===== src/rtl/ntt_bf_ctrl.sv =====
// Butterfly sequencing controller: walks every NTT/INTT stage, issuing one
// butterfly read per cycle and replaying its addresses as writes after the pipeline.
module ntt_bf_ctrl #(
    parameter int LOGN    = 8,
    parameter int RD_LAT  = 1,
    parameter int BFU_LAT = 8
) (
    input  logic            clk,
    input  logic            rstn,
    input  logic            start,
    input  logic            mode,
    output logic            busy,
    output logic            done,
    output logic            bfu_op,
    output logic            rd_en,
    output logic [LOGN-1:0] rd_addr_a,
    output logic [LOGN-1:0] rd_addr_b,
    output logic [LOGN-1:0] tw_addr,
    output logic            wr_en,
    output logic [LOGN-1:0] wr_addr_a,
    output logic [LOGN-1:0] wr_addr_b
);

    localparam int L  = RD_LAT + BFU_LAT;
    localparam int BW = LOGN - 1;
    localparam int SW = (LOGN > 1) ? $clog2(LOGN) : 1;
    localparam int DW = (L > 1) ? $clog2(L) : 1;

    localparam logic [BW-1:0] B_LAST = '1;
    localparam logic [SW-1:0] S_LAST = SW'(LOGN - 1);
    localparam logic [DW-1:0] D_LAST = DW'(L - 1);
    localparam logic [LOGN:0] N_FULL = {1'b1, {LOGN{1'b0}}};
    localparam logic [LOGN:0] ONE_W  = {{LOGN{1'b0}}, 1'b1};

    typedef enum logic [1:0] {ST_IDLE, ST_ISSUE, ST_DRAIN, ST_DONE} state_t;

    state_t        state_reg, state_next;
    logic [BW-1:0] b_reg, b_next;
    logic [SW-1:0] s_reg, s_next;
    logic [DW-1:0] d_reg, d_next;
    logic          op_reg, op_next;

    logic            busy_reg, busy_next;
    logic            done_reg, done_next;
    logic            rd_en_reg, rd_en_next;
    logic [LOGN-1:0] rd_a_reg, rd_a_next;
    logic [LOGN-1:0] rd_b_reg, rd_b_next;
    logic [LOGN-1:0] tw_reg, tw_next;

    logic            dly_en [L];
    logic [LOGN-1:0] dly_a  [L];
    logic [LOGN-1:0] dly_b  [L];

    // State register
    always_ff @(posedge clk or negedge rstn) begin
        if (!rstn) begin
            state_reg <= ST_IDLE;
            b_reg     <= '0;
            s_reg     <= '0;
            d_reg     <= '0;
            op_reg    <= 1'b0;
        end else begin
            state_reg <= state_next;
            b_reg     <= b_next;
            s_reg     <= s_next;
            d_reg     <= d_next;
            op_reg    <= op_next;
        end
    end

    // Next-state logic
    always_comb begin
        state_next = state_reg;
        b_next     = b_reg;
        s_next     = s_reg;
        d_next     = d_reg;
        op_next    = op_reg;
        unique case (state_reg)
            ST_IDLE: begin
                if (start) begin
                    state_next = ST_ISSUE;
                    op_next    = mode;
                    b_next     = '0;
                    s_next     = '0;
                    d_next     = '0;
                end
            end
            ST_ISSUE: begin
                if (b_reg == B_LAST) begin
                    state_next = ST_DRAIN;
                    d_next     = '0;
                end else begin
                    b_next = b_reg + 1'b1;
                end
            end
            ST_DRAIN: begin
                if (d_reg == D_LAST) begin
                    b_next = '0;
                    if (s_reg == S_LAST) begin
                        state_next = ST_DONE;
                    end else begin
                        state_next = ST_ISSUE;
                        s_next     = s_reg + 1'b1;
                    end
                end else begin
                    d_next = d_reg + 1'b1;
                end
            end
            default: state_next = ST_IDLE;
        endcase
    end

    // Output logic: computed from the next state so every output is a flop
    logic [SW-1:0]   m;
    logic [LOGN-1:0] b_ext, len, g, j, a;
    logic [LOGN:0]   tw_wide;

    always_comb begin
        m          = op_next ? s_next : (S_LAST - s_next);
        b_ext      = {1'b0, b_next};
        len        = LOGN'(1) << m;
        g          = b_ext >> m;
        j          = b_ext & (len - LOGN'(1));
        a          = ((g << m) << 1) | j;
        tw_wide    = op_next ? ((N_FULL >> m) - ONE_W - {1'b0, g})
                             : (((N_FULL >> m) >> 1) + {1'b0, g});
        rd_en_next = (state_next == ST_ISSUE);
        busy_next  = (state_next == ST_ISSUE) || (state_next == ST_DRAIN);
        done_next  = (state_next == ST_DONE);
        rd_a_next  = '0;
        rd_b_next  = '0;
        tw_next    = '0;
        if (rd_en_next) begin
            rd_a_next = a;
            rd_b_next = a + len;
            tw_next   = tw_wide[LOGN-1:0];
        end
    end

    always_ff @(posedge clk or negedge rstn) begin
        if (!rstn) begin
            busy_reg  <= 1'b0;
            done_reg  <= 1'b0;
            rd_en_reg <= 1'b0;
            rd_a_reg  <= '0;
            rd_b_reg  <= '0;
            tw_reg    <= '0;
        end else begin
            busy_reg  <= busy_next;
            done_reg  <= done_next;
            rd_en_reg <= rd_en_next;
            rd_a_reg  <= rd_a_next;
            rd_b_reg  <= rd_b_next;
            tw_reg    <= tw_next;
        end
    end

    // Write-back delay line; reset flushes pending writes
    generate
        for (genvar gi = 0; gi < L; gi++) begin : g_dly
            always_ff @(posedge clk or negedge rstn) begin
                if (!rstn) begin
                    dly_en[gi] <= 1'b0;
                    dly_a[gi]  <= '0;
                    dly_b[gi]  <= '0;
                end else if (gi == 0) begin
                    dly_en[gi] <= rd_en_reg;
                    dly_a[gi]  <= rd_a_reg;
                    dly_b[gi]  <= rd_b_reg;
                end else begin
                    dly_en[gi] <= dly_en[(gi > 0) ? gi - 1 : 0];
                    dly_a[gi]  <= dly_a[(gi > 0) ? gi - 1 : 0];
                    dly_b[gi]  <= dly_b[(gi > 0) ? gi - 1 : 0];
                end
            end
        end
    endgenerate

    assign busy      = busy_reg;
    assign done      = done_reg;
    assign bfu_op    = op_reg;
    assign rd_en     = rd_en_reg;
    assign rd_addr_a = rd_a_reg;
    assign rd_addr_b = rd_b_reg;
    assign tw_addr   = tw_reg;
    assign wr_en     = dly_en[L-1];
    assign wr_addr_a = dly_a[L-1];
    assign wr_addr_b = dly_b[L-1];

endmodule


===== config.mk =====
export PLATFORM = sky130hd
export DESIGN_NAME = ntt_bf_ctrl
export DESIGN_NICKNAME = d
export VERILOG_FILES = /design/src/rtl/ntt_bf_ctrl.sv
export SDC_FILE = /design/constraint.sdc
export NUM_CORES = 1
export LEC_CHECK = 0
export ABC_CLOCK_PERIOD_IN_PS = 7140
export CAP_MARGIN = 15
export CORE_UTILIZATION = 50
export DETAILED_ROUTE_END_ITERATION = 10
export DONT_BUFFER_PORTS = 1
export GPL_ROUTABILITY_DRIVEN = 0
export GPL_TIMING_DRIVEN = 0
export HOLD_SLACK_MARGIN = 0.06
export SETUP_SLACK_MARGIN = 0.5
export SLEW_MARGIN = 20
export SYNTH_ARGS = -nofsm -noshare
export SYNTH_HDL_FRONTEND = slang
export SYNTH_SLANG_ARGS = --single-unit

===== constraint.sdc =====
create_clock -name clk -period 7.14 [get_ports clk]
set_input_delay 1.071 -clock clk [delete_from_list [all_inputs] [get_ports clk]]
set_output_delay 1.071 -clock clk [all_outputs]
set_load 0.005 [all_outputs]

Word-level counts from Yosys, hierarchy flattened:

Index checks and enable logic that the tools add are counted.

* bits of input ports: 4
* output and inout port bits: 45
* logic and storage cells: 92
* flip-flop bits (word level): 197

* shift-type cells: 4
* bitwise operators: 2
* equality and inequality tests: 11
* muxes and demuxes: 24
* reductions and logical operators: 4
* add/subtract/negate cells: 9

Operators by type and width (count)
* $mux 8: 4
* $mux 7: 3
* $pmux 7 s3: 1
* $add 8x8->8: 2
* $sub 8x1->8 const B: 2
* $mux 3: 4
* $mux 4: 3
* $pmux 4 s3: 1
* $shr 9x3->9 const A: 1
* $and 7x8->8: 1
* $mux 2: 4
* $or 8x8->8: 1
* $shl 1x3->8 const A: 1
* $shl 8x3->7: 1
* $shr 7x3->8: 1
* $sub 8x8->8: 1
* $add 7x1->7 const B: 1
* $eq 7x7->1 const B: 1
* $eq 2x2->1 const B: 3
* $ne 2x2->1 const B: 3
* $pmux 2 s3: 1
* $pmux 3 s2: 1
* $add 4x1->4 const B: 1
* $eq 2x1->1 const B: 2
* other kinds (9): 10

Longest topological paths before layout:

* depth in word-level cells: 12
* mapped depth: 20
* depth with buffers taken out: 19

Worst setup path before layout:

Ideal clock, no wire load.

* path type: input to register
* start point: input start
* end point: register tw_reg[6] (netlist: tw_addr[6])
* buffers on the path: 1
* setup time: 0.082 ns
* setup slack: 2.423 ns
* data required time: 7.058 ns
* stages on the path: 17
* data arrival time: 4.635 ns
* cell sequence: or3b_2 > mux2i_4 > xnor2_1 > buf_2 > mux2i_1 > inv_1 > mux4_2 > ha_1 > fa_1 > a21oi_1 > nor2_1 > nor2_1 > o21bai_1 > a21oi_1 > xnor2_1 > o21ai_0 > a31oi_1

* word-level cells in the longest chain between the ends: 9
* elaborated cells on any way between the ends: 18
* those cells by class: 4 x add/sub; 1 x eq/ne; 2 x shift; 11 x mux

Ends and longest elaborated chain
* from (decl): RTL line 10 `input logic start,`
* $mux 3: RTL line 80 `if (start) begin`
* $pmux 3 s2: RTL line 78 `unique case (state_reg)`
* $sub 3x3->3: RTL line 119 `m = op_next ? s_next : (S_LAST - s_next);`
* $mux 3: RTL line 119
* $shr 9x3->9: RTL line 126 `: (((N_FULL >> m) >> 1) + {1'b0, g});`
* $sub 8x1->8: RTL line 125 `tw_wide = op_next ? ((N_FULL >> m) - ONE_W - {1'b0, g})`
* $sub 8x8->8: RTL line 125
* $mux 8: RTL line 125
* $mux 8 *: RTL line 133 `if (rd_en_next) begin`
* named net tw_next[6]: RTL line 48 `logic [LOGN-1:0] tw_reg, tw_next;`
* to (signal assigned): RTL line 154 `tw_reg <= tw_next;`
* to (decl): RTL line 48

Mark *: on every way through the listed nets, which the timed path passes. The rest lies on a longest branch.
A chain may end at the register's enable or synchronous reset.

Final worst setup path:

* start point: register d_reg[0]
* end point: register tw_reg[6] (netlist: tw_addr[6])

* word-level cells in the longest chain between the ends: 10
* elaborated cells on any way between the ends: 17
* those cells by class: 4 x add/sub; 2 x eq/ne; 2 x shift; 9 x mux

Ends and longest elaborated chain
* from (decl): RTL line 40 `logic [DW-1:0] d_reg, d_next;`
* from (signal assigned): RTL line 66 `d_reg <= d_next;`
* $eq 4x4->1 *: RTL line 97 `if (d_reg == D_LAST) begin`
* $mux 3 *: RTL line 97
* $pmux 3 s2 *: RTL line 78
* named net s_next[0]: RTL line 39 `logic [SW-1:0] s_reg, s_next;`
* $sub 3x3->3: RTL line 119
* $mux 3 *: RTL line 119
* $shr 9x3->9: RTL line 126
* $sub 8x1->8: RTL line 125
* $sub 8x8->8: RTL line 125
* $mux 8 *: RTL line 125
* $mux 8 *: RTL line 133
* named net tw_next[6]: RTL line 48

Marks and branches as above.

==> results.md <==
Clocking:
- The TritonCTS buffer count is 17.
- The maximum number of buffers from clock root to sink is 2.
- The H-tree depth reported by CTS is 4.
- The tree is rooted in a sky130_fd_sc_hd__clkbuf_16.
- After clock tree synthesis, the clock-pin slew on the worst setup and hold paths is 0.07 ns.
- The tree built by TritonCTS fans out to between 150 and 200 sinks.
- The number of cells upsized or downsized after cts is 0.
- The post-cts hold buffer count is 0.
- The CTS tree is done.
- The buffer count from post-CTS setup fixing is 0.
- The insertion delay to the later sink of the worst-skew pair is approximately 0.42 ns.

Synth:
- Yosys printed 0 warnings.
- The synthesized netlist occupies a cell area of between 6000 and 7000 sq um.
- Sequential cells were found to cover 71.1% of the synthesized design area.
- In this run, synthesis inferred 0 flip-flops with an integrated enable.
- A synthesized cell averages approximately 14 sq um.
- Synthesis produced a netlist whose cell count is 498.
- The library cell with the largest summed area after synthesis is sky130_fd_sc_hd__dfrtp_1.
- When the netlist entered floorplanning its net count stood at 528.
- Of all flip-flops after synthesis, the portion carrying an async set or reset was 100%.
- The area fraction of the dominant cell type after synthesis is between 70% and 80%.
- The predominant post-synthesis flop cell is sky130_fd_sc_hd__dfrtp_1.
- The number of unique standard cell types used by synthesis is 54.
- After synthesis the netlist holds a flip-flop and latch count of 197.
- Sorting the synthesized cells by area gives the leading types as sky130_fd_sc_hd__dfrtp_1 71%, sky130_fd_sc_hd__ha_1 4.2%, sky130_fd_sc_hd__nor2_1 2.2%.

STA:
- The remaining max-slew budget at the tightest pin is ~47%.
- After routing, the total negative slack on setup checks comes to 0 ns.
- After layout, the worst path uses 67.6% of the clock period.
- The number of max-slew violations in the final report is 0.
- The clock tree skew after final layout is ~0.0047 ns.
- Setup violations remaining at the end of the flow were counted as 0.
- Based on the critical path, the design can be clocked at up to just over 0.2 GHz.
- Setup repair after global routing left no endpoint under its margin.
- The final period demand of the worst path is roughly 4.8 ns.
- The final hold violation count was 0.
- At the pin with the least slew margin, the transition time is between 0.7 and 0.8 ns.

Final layout:
- In the final layout, the registers with the most flip-flops are dly_a: 64 flops, dly_b: 64 flops.
- The layout-stage area growth over the synthesis result is 12.9%.
- The fraction of layout instances using a drive strength above 1 is between 10 and 15%.
- In the layout the commonest cells are 197 x sky130_fd_sc_hd__dfrtp_1, 41 x sky130_fd_sc_hd__nor2_1, 32 x sky130_fd_sc_hd__nand2_1.
- The number of inserted diodes is 0.
- Leaving out fill and tap cells, the most frequent cell in the layout is sky130_fd_sc_hd__dfrtp_1.
- The net count of the finished layout is 547.
- The core utilization of the finished layout is roughly 60%.

Pwr:
- In this run, the combinational gates consume 32.5% of the power.
- The cell leakage power is 3.65 nW.
- The total power draw is 4.28 mW.
- The share of total power dissipated in the clock network is 24.5%.
- Of the total power, registers draw 42.9%.
- Cell internal power was estimated by the tool at between 2 and 3 mW.
- Power spread over the standard cell area amounts to ~550 nW/um^2.
- The switching portion of total power is 32.1%.
- VDD sags by at most between 200 and 300 uV.
- The net switching power figure is approximately 1.4 mW.

Floorplan:
- The overall die area is about 14000 sq um.
- The floorplan step set the die width to around 120 um.
- The number of top-level pins is between 40 and 50.
- In this run the vertical extent of the chip is roughly 120 um.
- The initial utilization of the core area, before any placement, comes to 51.7%.
- The number of placement rows is 42.
- The floorplan core area is approximately 13000 sq um.

Route:
- In the routed layout, each cell is associated on average with a via count of just over 5.
- In the final routed layout, each cell accounts on average for between 15 and 20 um.
- The detailed router placed 3654 vias in this run.
- After detailed routing, the total wire length is 11100 um.
- The remaining antenna violation count after routing is 0.
- In the routed design, unresolved DRC markers number 0.
- For this block, the initial DRC count from the detailed router was 229.
- The first detailed-routing pass ran for 4 iterations.

Setup path:
- In this run the critical register-to-register path is launched from d_reg[0]$_DFFE_PN0P_.
- The data arrival time of the critical path is a little over 5 ns.
- The worst setup path is captured at a flop.
- Along the worst path, the maximum fanout reaches 10.
- On the worst path, the slowest cell contributes a delay of 0.48 ns.
- The kind of cell adding the most delay to the critical path is multiplexers.
- The critical path is of the flop to flop type.
- STA puts the critical path data required time at between 7 and 8 ns.
- The critical path's slowest cell is sky130_fd_sc_hd__mux4_2.
- Walking the worst path, the cells encountered are inv_1 -> ha_1 -> nand3b_1 -> or3_4 -> mux2i_4 -> xnor2_1 -> buf_2 -> mux2i_1 -> inv_1 -> mux4_2 -> ha_1 -> fa_1 -> a21oi_1 -> nor2_1 -> nor2_1 -> o21bai_1 -> a21oi_1 -> xnor2_1 -> o21ai_0 -> a31oi_1.
- The endpoint identified for the worst register-to-register timing path is tw_addr[6]$_DFF_PN0_.
- Counting cells, the worst reg-to-reg path comes to 20.
- The slack of the worst reg-to-reg path is ~2.3 ns.
- Counting both buffers and inverters, the worst setup path holds a total of 3.
- The kind of launch point of the worst setup path is a flop.

Global routing:
- The initial antenna violation count is 0.
- The first global-routing pass estimated 18700 um of wire.
- Entering global routing, the biggest net connects 198 pins.
- The total track usage is between 10% and 20%.
- For this run the aggregate overflow at the end of global routing stands at 0.
- The number of global-route vias before repair is 3813.

Hold path:
- The worst hold path belongs to the class input pin to async pin.

Placed design:
- Input and output buffers added on the ports amount to 0.
- The detailed placer's ending HPWL is roughly 7000 um.

Flow run:
- The number of max-cap violations is 0.

Status:
- The flow ran to the end, and the final reports show no timing, DRC or antenna violations.
## power groups by stage
stage | clock (mW) | sequential [mW] | combinational (mW)
after detailed placement | 0 | 1.86 | 1.39
after floorplan | 0 | 1.78 | 1.12
final | 1.05 | 1.84 | 1.39
after global placement | 0 | 1.83 | 1.36
after global routing | 1.13 | 1.89 | 1.57
after CTS | 1.08 | 1.86 | 1.40
## cells by family after synthesis
logic type      synth area share (%)
flops                           71.1
buf+inv                         3.21
fa+ha+maj                       5.02
mux                             2.07
simple gates                    8.68
xor+xnor                        2.27
compound gates                  7.60
other cells                   0.0541
## Yosys cell counts (8+ instances only)
library cell               instances
sky130_fd_sc_hd__nand3_1          11
sky130_fd_sc_hd__clkbuf_1         11
sky130_fd_sc_hd__nor2_1           41
sky130_fd_sc_hd__inv_1            14
sky130_fd_sc_hd__xnor2_1          14
sky130_fd_sc_hd__nand2_1          32
sky130_fd_sc_hd__a21oi_1          18
sky130_fd_sc_hd__buf_4            16
sky130_fd_sc_hd__dfrtp_1         197
sky130_fd_sc_hd__a21o_1            8
sky130_fd_sc_hd__o21ai_0          15
sky130_fd_sc_hd__and2_1           14
sky130_fd_sc_hd__ha_1             23
## worst max-delay path by stage
stage          slack (ns)              endpoint                 start  cells after the start
2_1_floorplan        2.42  tw_addr[6]$_DFF_PN0_                 start                     17
3_3_place_gp         1.99  tw_addr[7]$_DFF_PN0_                 start                     15
3_5_place_dp         1.92  tw_addr[7]$_DFF_PN0_                 start                     15
4_1_cts              2.32  tw_addr[6]$_DFF_PN0_  d_reg[0]$_DFFE_PN0P_                     20
5_1_grt              1.96  tw_addr[7]$_DFF_PN0_                 start                     15
6_report             2.32  tw_addr[6]$_DFF_PN0_  d_reg[0]$_DFFE_PN0P_                     20
## routing by layer
layer / up-vias / GRT usage (%) / wire (um)
met2: 65 / 29.4 / 5910
met1: 1867 / 21.0 / 4680
met5: - / 0 / 0
met3: 16 / 4.85 / 319
met4: 0 / 7.19 / 155
li1: 1706 / - / -
## metrics by stage
step	std cells	hold WS, ns	setup slack (ns)	area [sq um]
finish	706	0.345	2.32	7830
global route	706	0.313	1.96	7830
CTS	706	0.323	2.32	7830
detailed placement	674	0.335	1.92	7150
global placement	674	0.331	1.99	7150
floorplan	498	0.331	2.42	6930
## area by class of cell
cell class                      instances  area, sq um
Buffer                                 28          166
Clock buffer                           20          457
Clock inverter                         12          216
Fill cell                            1046         5570
Inverter                               15         56.3
Multi-Input combinational cell        258         1780
Sequential cell                       197         4930
Tap cell                              176          220
(Power assumes the default switching activity.)
